--- src/rtl/arm_pkg.sv ---
// Shift-type codes, amount classes and the amount classifier shared by the operand-2 pipeline.
// Pure declarations: no latency and no flow control of its own.
package arm_pkg;

  localparam int ARM_DATA_W = 32;

  typedef enum logic [1:0] {
    SH_LSL = 2'b00,
    SH_LSR = 2'b01,
    SH_ASR = 2'b10,
    SH_ROR = 2'b11
  } sh_type_e;

  typedef enum logic [1:0] {
    AMT_ZERO,
    AMT_LT,
    AMT_EQ,
    AMT_GT
  } amt_cls_e;

  // ROR only cares about n mod w, so a multiple of w maps to EQ (value kept, carry = msb).
  function automatic amt_cls_e classify_amt(input sh_type_e sh, input int unsigned n,
                                            input int unsigned w);
    amt_cls_e cls;
    if (n == 0)             cls = AMT_ZERO;
    else if (sh == SH_ROR)  cls = ((n & (w - 1)) == 0) ? AMT_EQ : AMT_LT;
    else if (n < w)         cls = AMT_LT;
    else if (n == w)        cls = AMT_EQ;
    else                    cls = AMT_GT;
    return cls;
  endfunction

endpackage

--- src/rtl/shifter_operand_pipe_if.sv ---
// Request/result bundle of the operand-2 pipeline: valid/ready in, valid/ready out, flush and tag.
// The master side drives requests and out_ready; the slave side is the pipeline.
interface shifter_operand_pipe_if #(
  parameter int DATA_W = 32,
  parameter int TAG_W  = 8
);
  logic              flush;
  logic              in_valid;
  logic              in_ready;
  logic [11:0]       shift_op;
  logic              imm;
  logic              mem_op;
  logic [DATA_W-1:0] val_rm;
  logic [DATA_W-1:0] val_rs;
  logic              c_in;
  logic [TAG_W-1:0]  in_tag;
  logic              out_valid;
  logic              out_ready;
  logic [DATA_W-1:0] val2;
  logic              shift_c;
  logic [TAG_W-1:0]  out_tag;

  modport master (
    output flush, in_valid, shift_op, imm, mem_op, val_rm, val_rs, c_in, in_tag, out_ready,
    input  in_ready, out_valid, val2, shift_c, out_tag
  );

  modport slave (
    input  flush, in_valid, shift_op, imm, mem_op, val_rm, val_rs, c_in, in_tag, out_ready,
    output in_ready, out_valid, val2, shift_c, out_tag
  );
endinterface

--- src/rtl/barrel_shifter.sv ---
// Combinational ARM barrel shifter driven by a pre-decoded amount class; zero latency.
// r is only used for AMT_LT; ROR with AMT_ZERO is RRX through c_in.
module barrel_shifter
  import arm_pkg::*;
#(
  parameter int DATA_W = ARM_DATA_W,
  parameter int SH_W   = $clog2(DATA_W)
) (
  input  logic [DATA_W-1:0] in_dat,
  input  logic [SH_W-1:0]   r,
  input  sh_type_e          sh_type,
  input  amt_cls_e          amt_cls,
  input  logic              c_in,
  output logic [DATA_W-1:0] out_dat,
  output logic              carry
);

  logic                msb;
  logic [SH_W-1:0]     r_m1;
  logic [SH_W-1:0]     r_neg;
  logic [2*DATA_W-1:0] rot_dbl;

  assign msb     = in_dat[DATA_W-1];
  assign r_m1    = r - SH_W'(1);
  assign r_neg   = '0 - r;
  assign rot_dbl = {in_dat, in_dat} >> r;

  always_comb begin
    out_dat = in_dat;
    carry   = c_in;
    case (amt_cls)
      AMT_ZERO: begin
        if (sh_type == SH_ROR) begin
          out_dat = {c_in, in_dat[DATA_W-1:1]};
          carry   = in_dat[0];
        end
      end
      AMT_LT: begin
        carry = in_dat[r_m1];
        case (sh_type)
          SH_LSL: begin
            out_dat = in_dat << r;
            carry   = in_dat[r_neg];
          end
          SH_LSR:  out_dat = in_dat >> r;
          SH_ASR:  out_dat = $unsigned($signed(in_dat) >>> r);
          default: out_dat = rot_dbl[DATA_W-1:0];
        endcase
      end
      AMT_EQ: begin
        case (sh_type)
          SH_LSL: begin
            out_dat = '0;
            carry   = in_dat[0];
          end
          SH_LSR: begin
            out_dat = '0;
            carry   = msb;
          end
          SH_ASR: begin
            out_dat = {DATA_W{msb}};
            carry   = msb;
          end
          default: carry = msb;
        endcase
      end
      default: begin
        // Beyond the width: ASR saturates to the sign, logical shifts drain to zero.
        if (sh_type == SH_ASR) begin
          out_dat = {DATA_W{msb}};
          carry   = msb;
        end else if (sh_type == SH_ROR) begin
          carry = msb;
        end else begin
          out_dat = '0;
          carry   = 1'b0;
        end
      end
    endcase
  end

endmodule

--- src/rtl/shifter_operand_pipe.sv ---
// EXE operand-2 generator: decode (mem / rotated imm / shifted Rm) then barrel shift, tag alongside.
// Latency PIPE_STAGES cycles at one result per cycle; stages hold under out_ready low, flush empties all.
module shifter_operand_pipe
  import arm_pkg::*;
#(
  parameter int DATA_W      = ARM_DATA_W,
  parameter int PIPE_STAGES = 2,
  parameter int TAG_W       = 8
) (
  input  logic                 clk,
  input  logic                 rst_n,
  shifter_operand_pipe_if.slave bus
);

  localparam int SH_W = $clog2(DATA_W);

  sh_type_e          s1_sh_d;
  amt_cls_e          s1_cls_d;
  logic [SH_W-1:0]   s1_r_d;
  logic [DATA_W-1:0] s1_opnd_d;
  logic [31:0]       amt_n;
  sh_type_e          sh_fld;
  logic [SH_W-1:0]   rot_imm;

  logic              in_rdy;
  logic              out_vld_q;
  logic [DATA_W-1:0] val2_q;
  logic              shift_c_q;
  logic [TAG_W-1:0]  tag_q;

  assign sh_fld  = sh_type_e'(bus.shift_op[6:5]);
  assign rot_imm = SH_W'({bus.shift_op[11:8], 1'b0});
  assign amt_n   = bus.shift_op[4] ? {24'd0, bus.val_rs[7:0]} : {27'd0, bus.shift_op[11:7]};

  // Every form is reduced to (operand, type, class, r); plain pass-through is LSL/ZERO.
  always_comb begin
    s1_sh_d   = SH_LSL;
    s1_cls_d  = AMT_ZERO;
    s1_r_d    = '0;
    s1_opnd_d = bus.val_rm;
    if (bus.mem_op) begin
      s1_opnd_d = {{(DATA_W-12){1'b0}}, bus.shift_op};
    end else if (bus.imm) begin
      s1_opnd_d = {{(DATA_W-8){1'b0}}, bus.shift_op[7:0]};
      if (rot_imm != '0) begin
        s1_sh_d  = SH_ROR;
        s1_cls_d = AMT_LT;
        s1_r_d   = rot_imm;
      end
    end else if (!bus.shift_op[4] && amt_n == 32'd0) begin
      s1_sh_d = sh_fld;
      case (sh_fld)
        SH_LSR, SH_ASR: s1_cls_d = AMT_EQ;
        default:        s1_cls_d = AMT_ZERO;
      endcase
    end else begin
      s1_cls_d = classify_amt(sh_fld, amt_n, DATA_W);
      s1_sh_d  = (s1_cls_d == AMT_ZERO) ? SH_LSL : sh_fld;
      s1_r_d   = amt_n[SH_W-1:0];
    end
  end

  generate
    if (PIPE_STAGES == 1) begin : g_one
      logic [DATA_W-1:0] bs_out;
      logic              bs_c;

      barrel_shifter #(.DATA_W(DATA_W), .SH_W(SH_W)) u_bs (
        .in_dat (s1_opnd_d),
        .r      (s1_r_d),
        .sh_type(s1_sh_d),
        .amt_cls(s1_cls_d),
        .c_in   (bus.c_in),
        .out_dat(bs_out),
        .carry  (bs_c)
      );

      assign in_rdy = !out_vld_q | bus.out_ready;

      always_ff @(posedge clk or negedge rst_n) begin
        if (!rst_n) begin
          out_vld_q <= 1'b0;
          val2_q    <= '0;
          shift_c_q <= 1'b0;
          tag_q     <= '0;
        end else if (bus.flush) begin
          out_vld_q <= 1'b0;
        end else if (in_rdy) begin
          out_vld_q <= bus.in_valid;
          if (bus.in_valid) begin
            val2_q    <= bs_out;
            shift_c_q <= bs_c;
            tag_q     <= bus.in_tag;
          end
        end
      end
    end else begin : g_two
      sh_type_e          s1_sh_q;
      amt_cls_e          s1_cls_q;
      logic [SH_W-1:0]   s1_r_q;
      logic [DATA_W-1:0] s1_opnd_q;
      logic              s1_c_q;
      logic [TAG_W-1:0]  s1_tag_q;
      logic              s1_vld_q;
      logic              s2_rdy;
      logic              s1_adv;
      logic [DATA_W-1:0] bs_out;
      logic              bs_c;

      assign s2_rdy = !out_vld_q | bus.out_ready;
      assign s1_adv = s1_vld_q & s2_rdy;
      assign in_rdy = !s1_vld_q | s1_adv;

      always_ff @(posedge clk or negedge rst_n) begin
        if (!rst_n) begin
          s1_vld_q  <= 1'b0;
          s1_sh_q   <= SH_LSL;
          s1_cls_q  <= AMT_ZERO;
          s1_r_q    <= '0;
          s1_opnd_q <= '0;
          s1_c_q    <= 1'b0;
          s1_tag_q  <= '0;
        end else if (bus.flush) begin
          s1_vld_q <= 1'b0;
        end else if (in_rdy) begin
          s1_vld_q <= bus.in_valid;
          if (bus.in_valid) begin
            s1_sh_q   <= s1_sh_d;
            s1_cls_q  <= s1_cls_d;
            s1_r_q    <= s1_r_d;
            s1_opnd_q <= s1_opnd_d;
            s1_c_q    <= bus.c_in;
            s1_tag_q  <= bus.in_tag;
          end
        end
      end

      barrel_shifter #(.DATA_W(DATA_W), .SH_W(SH_W)) u_bs (
        .in_dat (s1_opnd_q),
        .r      (s1_r_q),
        .sh_type(s1_sh_q),
        .amt_cls(s1_cls_q),
        .c_in   (s1_c_q),
        .out_dat(bs_out),
        .carry  (bs_c)
      );

      always_ff @(posedge clk or negedge rst_n) begin
        if (!rst_n) begin
          out_vld_q <= 1'b0;
          val2_q    <= '0;
          shift_c_q <= 1'b0;
          tag_q     <= '0;
        end else if (bus.flush) begin
          out_vld_q <= 1'b0;
        end else if (s2_rdy) begin
          out_vld_q <= s1_vld_q;
          if (s1_vld_q) begin
            val2_q    <= bs_out;
            shift_c_q <= bs_c;
            tag_q     <= s1_tag_q;
          end
        end
      end
    end
  endgenerate

  assign bus.in_ready  = in_rdy;
  assign bus.out_valid = out_vld_q;
  assign bus.val2      = val2_q;
  assign bus.shift_c   = shift_c_q;
  assign bus.out_tag   = tag_q;

endmodule
--- src/flat_wrapper.sv ---
// flat-port wrapper written by rule: the top's interface ports become plain ports
module shifter_operand_pipe_flat import arm_pkg::*;
#(
  parameter int DATA_W      = ARM_DATA_W,
  parameter int PIPE_STAGES = 2,
  parameter int TAG_W       = 8
)
  (clk, rst_n, bus_flush, bus_in_valid, bus_shift_op, bus_imm, bus_mem_op, bus_val_rm, bus_val_rs, bus_c_in, bus_in_tag, bus_out_ready, bus_in_ready, bus_out_valid, bus_val2, bus_shift_c, bus_out_tag);
  shifter_operand_pipe_if #(.DATA_W(DATA_W), .TAG_W(TAG_W)) bus_i ();
  input  logic clk;
  input  logic rst_n;
  input wire logic [$bits(bus_i.flush)-1:0] bus_flush;
  input wire logic [$bits(bus_i.in_valid)-1:0] bus_in_valid;
  input wire logic [$bits(bus_i.shift_op)-1:0] bus_shift_op;
  input wire logic [$bits(bus_i.imm)-1:0] bus_imm;
  input wire logic [$bits(bus_i.mem_op)-1:0] bus_mem_op;
  input wire logic [$bits(bus_i.val_rm)-1:0] bus_val_rm;
  input wire logic [$bits(bus_i.val_rs)-1:0] bus_val_rs;
  input wire logic [$bits(bus_i.c_in)-1:0] bus_c_in;
  input wire logic [$bits(bus_i.in_tag)-1:0] bus_in_tag;
  input wire logic [$bits(bus_i.out_ready)-1:0] bus_out_ready;
  output wire logic [$bits(bus_i.in_ready)-1:0] bus_in_ready;
  output wire logic [$bits(bus_i.out_valid)-1:0] bus_out_valid;
  output wire logic [$bits(bus_i.val2)-1:0] bus_val2;
  output wire logic [$bits(bus_i.shift_c)-1:0] bus_shift_c;
  output wire logic [$bits(bus_i.out_tag)-1:0] bus_out_tag;
  assign bus_i.flush = bus_flush;
  assign bus_i.in_valid = bus_in_valid;
  assign bus_i.shift_op = bus_shift_op;
  assign bus_i.imm = bus_imm;
  assign bus_i.mem_op = bus_mem_op;
  assign bus_i.val_rm = bus_val_rm;
  assign bus_i.val_rs = bus_val_rs;
  assign bus_i.c_in = bus_c_in;
  assign bus_i.in_tag = bus_in_tag;
  assign bus_i.out_ready = bus_out_ready;
  assign bus_in_ready = bus_i.in_ready;
  assign bus_out_valid = bus_i.out_valid;
  assign bus_val2 = bus_i.val2;
  assign bus_shift_c = bus_i.shift_c;
  assign bus_out_tag = bus_i.out_tag;
  shifter_operand_pipe #(.DATA_W(DATA_W), .PIPE_STAGES(PIPE_STAGES), .TAG_W(TAG_W)) u_core (.clk(clk), .rst_n(rst_n), .bus(bus_i));
endmodule
--- config.mk ---
export PLATFORM = sky130hd
export DESIGN_NAME = shifter_operand_pipe_flat
export DESIGN_NICKNAME = d
export VERILOG_FILES = /design/src/rtl/arm_pkg.sv /design/src/rtl/shifter_operand_pipe_if.sv /design/src/rtl/barrel_shifter.sv /design/src/rtl/shifter_operand_pipe.sv /design/src/flat_wrapper.sv
export SDC_FILE = /design/constraint.sdc
export NUM_CORES = 1
export LEC_CHECK = 0
export CORE_AREA = 2 2 139 169
export DETAILED_ROUTE_END_ITERATION = 7
export DIE_AREA = 0 0 141 171
export MAX_ROUTING_LAYER = met4
export PLACE_DENSITY_LB_ADDON = 0.2
export SYNTH_ARGS = -nofsm -noshare
export SYNTH_HDL_FRONTEND = slang
export SYNTH_SLANG_ARGS = --single-unit
--- constraint.sdc ---
create_clock -name clk -period 3.3 [get_ports clk]
set_clock_uncertainty 0.2 [all_clocks]
set_input_delay 0.33 -clock clk [delete_from_list [all_inputs] [get_ports clk]]
set_output_delay 0.33 -clock clk [all_outputs]
set_load 0.03 [all_outputs]
### After elaboration in Yosys (flattened, before gate mapping)

Index checks and enable logic that the tools add are counted.

| word-level totals | value |
|---|---|
| register bits | 93 |
| output and inout port bits | 43 |
| logic and storage cells | 94 |

| operators by class | value |
|---|---|
| add/subtract/negate cells | 2 |
| $lt $le $gt $ge | 3 |
| equality and inequality tests | 9 |
| shift operators | 4 |
| muxes and demuxes | 45 |
| bitwise gates (word level) | 4 |
| reduce and logical (&&, ||, !) cells | 16 |

Operators by type and width:

| operator | count |
|---|---|
| $pmux 32 s3 | 2 |
| $mux 32 | 5 |
| $logic_not 32->1 | 2 |
| $pmux 32 s2 | 1 |
| $shr 64x5->32 | 1 |
| $eq 32x6->1 const B | 1 |
| $lt 32x6->1 const B | 1 |
| $mux 2 | 16 |
| $shl 32x5->32 | 1 |
| $shr 32x5->32 | 1 |
| $sshr 32x5->32 | 1 |
| $mux 5 | 4 |
| $mux 1 | 13 |
| $lt 5x6->1 const B | 2 |
| $bmux 1 s5 | 2 |
| $eq 2x2->1 const B | 5 |
| $mux 8 | 1 |
| $eq 2x1->1 const B | 3 |
| $logic_not 2->1 | 3 |
| $reduce_and 3->1 | 2 |
| $reduce_bool 5->1 | 1 |
| $sub 1x5->5 const A | 1 |
| $sub 5x1->5 const B | 1 |
| $reduce_bool 2->1 | 2 |
| 7 further kinds | 11 |

### Depth between registers and ports, before layout

Gate-level depths: netlist (run 1).

| logic depth | value |
|---|---|
| depth after elaboration | 14 |
| depth in mapped cells | 13 |
| mapped depth without buffers | 8 |

### By module

A second synthesis (run 1) with hierarchy kept.

| unflattened totals | value |
|---|---|
| cell total of the unflattened synthesis | 1319 |
| area, all modules | 10715.3 sq um |

By module, submodules not included:

| module | times used | cells an instance | area an instance (sq um) | sequential area each (sq um) |
|---|---|---|---|---|
| barrel_shifter | 1 | 1010 | 6936.7 | 0.0 |
| shifter_operand_pipe | 1 | 309 | 3778.6 | 2327.2 |

### Worst setup path after synthesis (run 1)

OpenSTA, ideal clock, no wires.

| path | value |
|---|---|
| path kind | flip-flop to flip-flop |
| start | reg u_core.g_two.s1_r_q[0] |
| end | reg u_core.shift_c_q, in the netlist u_core.bus.shift_c |
| arrival time | 2.919 ns |
| data required time | 2.974 ns |
| path slack | 0.055 ns |
| stages on the path, launching flop included | 12 |
| period minus slack after synthesis | 3.245 ns |
| cells stage by stage | dfrtp_1 buf_6 buf_6 buf_8 inv_2 ha_1 clkbuf_1 buf_2 mux4_2 mux4_2 a221oi_2 nand2_1 |

| on the way | value |
|---|---|
| cells in the longest elaborated chain, start to end | 5 |

Ends and longest elaborated chain:

| element | RTL line | source |
|---|---|---|
| start, declared | shifter_operand_pipe.sv:100 | `logic [SH_W-1:0] s1_r_q;` |
| start signal, assigned | shifter_operand_pipe.sv:130 | `s1_r_q <= s1_r_d;` |
| $sub 5x1->5 or $sub 1x5->5 (tied branches) | barrel_shifter.sv:24, barrel_shifter.sv:25 |  |
| $bmux 1 s5, on equally long branches | barrel_shifter.sv:39, barrel_shifter.sv:43 |  |
| $mux 1, on equally long branches | barrel_shifter.sv:39, barrel_shifter.sv:43 |  |
| $mux 1 * | barrel_shifter.sv:40 | `case (sh_type)` |
| $pmux 1 s3 * | barrel_shifter.sv:31 | `case (amt_cls)` |
| end signal, assigned | shifter_operand_pipe.sv:160 | `shift_c_q <= bs_c;` |
| end, declared | shifter_operand_pipe.sv:28 | `logic shift_c_q;` |

Mark *: on every way between the ends. The rest lies on a longest branch, timed or not. The select of a mux whose other input is x is not followed.
A chain may end at the register's enable or synchronous reset.

### Final worst setup path (run 1)

| path | value |
|---|---|
| start | reg u_core.g_two.s1_r_q[0] |
| end | reg u_core.val2_q[31], in the netlist u_core.bus.val2[31] |

| on the way | value |
|---|---|
| cells in the longest elaborated chain, start to end | 3 |

Ends and longest elaborated chain:

| element | RTL line | source |
|---|---|---|
| $shr 64x5->32, or another cell as far along | barrel_shifter.sv:26 | `assign rot_dbl = {in_dat, in_dat} >> r;` |
| $pmux 32 s3 * | barrel_shifter.sv:40 |  |
| $pmux 32 s3 * | barrel_shifter.sv:31 |  |
| end signal, assigned | shifter_operand_pipe.sv:159 | `val2_q <= bs_out;` |
| end, declared | shifter_operand_pipe.sv:27 | `logic [DATA_W-1:0] val2_q;` |

Mark *: on every way between the ends. The rest lies on a longest branch, timed or not.

==> results of run 1 <==
final cells by class:
class	count	area, sq um	area share, %
Clock buffer	10	239	1.99
Clock inverter	6	55.1	0.460
Inverter	11	41.3	0.345
Multi-Input combinational cell	981	6970	58.2
Sequential cell	93	2340	19.5
Tap cell	283	354	2.96
Timing Repair Buffer	207	1980	16.5
per-layer routing:
metal	global-route usage, %	up-vias	routed length, um
li1	-	4757	-
met1	50.0	5362	17600
met2	62.1	784	21500
met3	6.77	220	4480
met4	25.2	0	3530
met5	-	-	0
state kept, by name (all words and copies together) (netlist names):
name,cells
u_core.bus.out_tag,8
u_core.bus.shift_c,1
u_core.g_two.s1_cls_q,2
u_core.bus.out_valid,1
u_core.g_two.s1_r_q,5
u_core.g_two.s1_c_q,1
u_core.g_two.s1_vld_q,1
u_core.g_two.s1_opnd_q,32
u_core.g_two.s1_sh_q,2
u_core.bus.val2,32
u_core.g_two.s1_tag_q,8
synth_stat cells, drive strengths merged, types with 8 or more instances:
cell	n	area, sq um
nor2	107	402
mux4	72	1620
nand2	198	743
a22oi	9	67.6
inv	9	33.8
mux2i	58	593
clkbuf	98	368
o221ai	14	123
o21ai	137	686
nor2b	8	50.1
nor3	12	65.1
a21oi	108	541
o211ai	14	105
a221oi	17	155
mux2	36	409
a211oi	10	75.1
o22ai	15	93.8
nand3	25	125
a31oi	11	68.8
dfrtp	93	2330
buf	47	274
a21o	11	82.6
o21a	9	67.6
worst reg2reg max path: stages (launching register included):
cell and delay (ps):
dfrtp_4 520, buf_12 270, buf_12 210, mux4_2 520
mux2i_1 230, nor2_1 60, a21oi_1 180, nor3_1 60
a2111oi_0 520, o21ai_1 140
cell families after synthesis:
logic type	count (synthesis)	share of synthesized area (%)
adders and majority gates	2	0.251
buffers and inverters	156	6.85
DFF	93	23.3
AOI/OAI and AO/OA	416	26.1
and+or+nand+nor	395	16.9
muxes	166	26.3
xor gates and xnor gates	2	0.176
final timing paths:
| path | endpoint |
|---|---|
| min in group asynchronous | u_core.bus.val2[26] |
| hold reg to reg | u_core.bus.out_tag[6] |
| max in group asynchronous | u_core.g_two.s1_opnd_q[28] |
| setup / recovery | u_core.bus.val2[31] |
| setup reg to reg | u_core.bus.val2[31] |
| hold / removal | u_core.bus.out_tag[6] |
power groups by stage:
stage	Combinational, mW	Clock [mW]	Sequential [mW]
finish	3.21	1.10	1.74
global route	3.40	1.15	1.75
CTS	3.14	1.11	1.72
detailed placement	3.13	0	1.74
global placement	3.14	0	1.73
floorplan	1.73	0	1.78
metrics by stage:
| stage | hold slack (ps) | total power, mW |
|---|---|---|
| 6_report | 263 | 6.05 |
| 5_1_grt | 290 | 6.29 |
| 4_1_cts | 269 | 5.97 |
| 3_5_place_dp | 252 | 4.87 |
| 3_3_place_gp | 240 | 4.88 |
| 2_1_floorplan | -166 | 3.52 |
==> results.cfg, run 1 <==
[place]
placedInstanceArea_sq_um = 11700
io_buffer_count = 110
dpl.hpwl_um = 33900
dp_cells = 1574
gp_congestion = 1.03
place_ws_ps = 321

[timing]
rsz0062_at_grt = no
setup_viol = 0
relSlewSlack_pct = 33.0
hold_viol_final = 0
maxSlewViolCount = 0
worst_pin_slew_ps = 1000
post-route-min-period_ps = 3030
setup_tns_ps = 0
timing.fmax_mhz = 330
min_period_over_period_pct = 91.9
fin_ws_ps = 268

[critical_path]
crit_chain = buf_12 > buf_12 > mux4_2 > mux2i_1 > nor2_1 > a21oi_1 > nor3_1 > a2111oi_0 > o21ai_1
path_buf_inv = 2
rr_startpoint = u_core.g_two.s1_r_q[0]
cp_slowest_stage_delay_ps = 520
worstSetupStartpoint = u_core.g_two.s1_r_q[0]
required_ps = 3350
crit_slowest_cell = dfrtp_4
cp-end-kind = flop
crit_cells = 9
arrival_ps = 3090
crit_family = compound AO/OA/AOI/OAI gates
cp_max_fo = 34
crit_path_frequent_cell = buf_12
start_kind = flop
path_class = flop to flop
r2r_cells = 9
regToRegSetupSlack_ps = 270

[clocking]
cts_max_level = 3
ctsResizeCount = 0
clk_pin_slew_worst_paths_ps = 90
clock_latency_ps = 380
cts_setup_buffers = 0
clockBufferDepth = 2
cts_hold_buf = 1
clkSinkCount = 93
cts_buffers = 9
cts_root_buf = clkbuf_16
cts_tree = done

[pwr]
leakagePower_nw = 4.55
worst_ir_drop_vdd_uv = 332
seqPwrFrac_pct = 28.8
p_int_mw = 3.21
p_sw_share_pct = 46.9
p_clk_share_pct = 18.1
power_density_nw_per_um2 = 505
p_sw_mw = 2.84
pwr-share-comb_pct = 53.1

[layout]
layout.cells.non_filler = 1591
num_antenna_cells = 0
layout_commonest_cell = nand2_1
fill_cells = 2194
finalNetCount = 1397
area_delta_synth_final_pct = 20.2
postLayoutCellArea_sq_um = 12000
drive_above_1_share_pct = 18.7
final_cell_mix = nand2_1, o21ai_0, clkdlybuf4s50_1, a21oi_1, nor2_1
utilization_pct = 52.8

[route]
drt_wl_total_um = 47100
via_per_inst = 6.99
vias = 11100
wl_per_cell_um = 29.6
drtIter0Drc = 1562
drc_errors = 0
dr.pass1.iters = 5
drtAntennaViolNets = 0

[min_path]
min_path_type = flop to flop
hp-start = u_core.g_two.s1_tag_q[6]
min_path_cells = 2

[yosys]
ys_ff_latch = 93
synth-async-reset-ratio_pct = 100
synth.avg_cell_area_sq_um = 8.11
synth_ff_type = dfrtp_1
syn_inst = 1230
syn-num-nets = 1324
synth_enable_flop_cells = 0
ys_seq_area_share_pct = 23.3
synth.distinct_cells = 76
netlist_area_sq_um = 9970
synth_warnings = 0

[die]
core_area_sq_um = 22700
die_w_um = 141
die_area_sq_um = 24100
io_pins = 135
rows = 61
die_h_um = 171
start_util_pct = 44.0

[grt]
grt_pass1_vias = 10500
grt_max_degree = 90
grt_usage_pct = 40.5
grt_pass1_wl_um = 69000
antenna_found_initial = 0
grt_overflow = 0

[outcome]
outcome = finished clean

[job]
drv_cap = 0
No activity file was read; power rests on OpenSTA's default activity.
==> run 2, diff against run 1 <==
CAP_MARGIN = 20   (was not set)
SLEW_MARGIN = 20   (was not set)
==> results of run 2 <==
The final DEF is identical to that of run 1; final timing and power are the same.
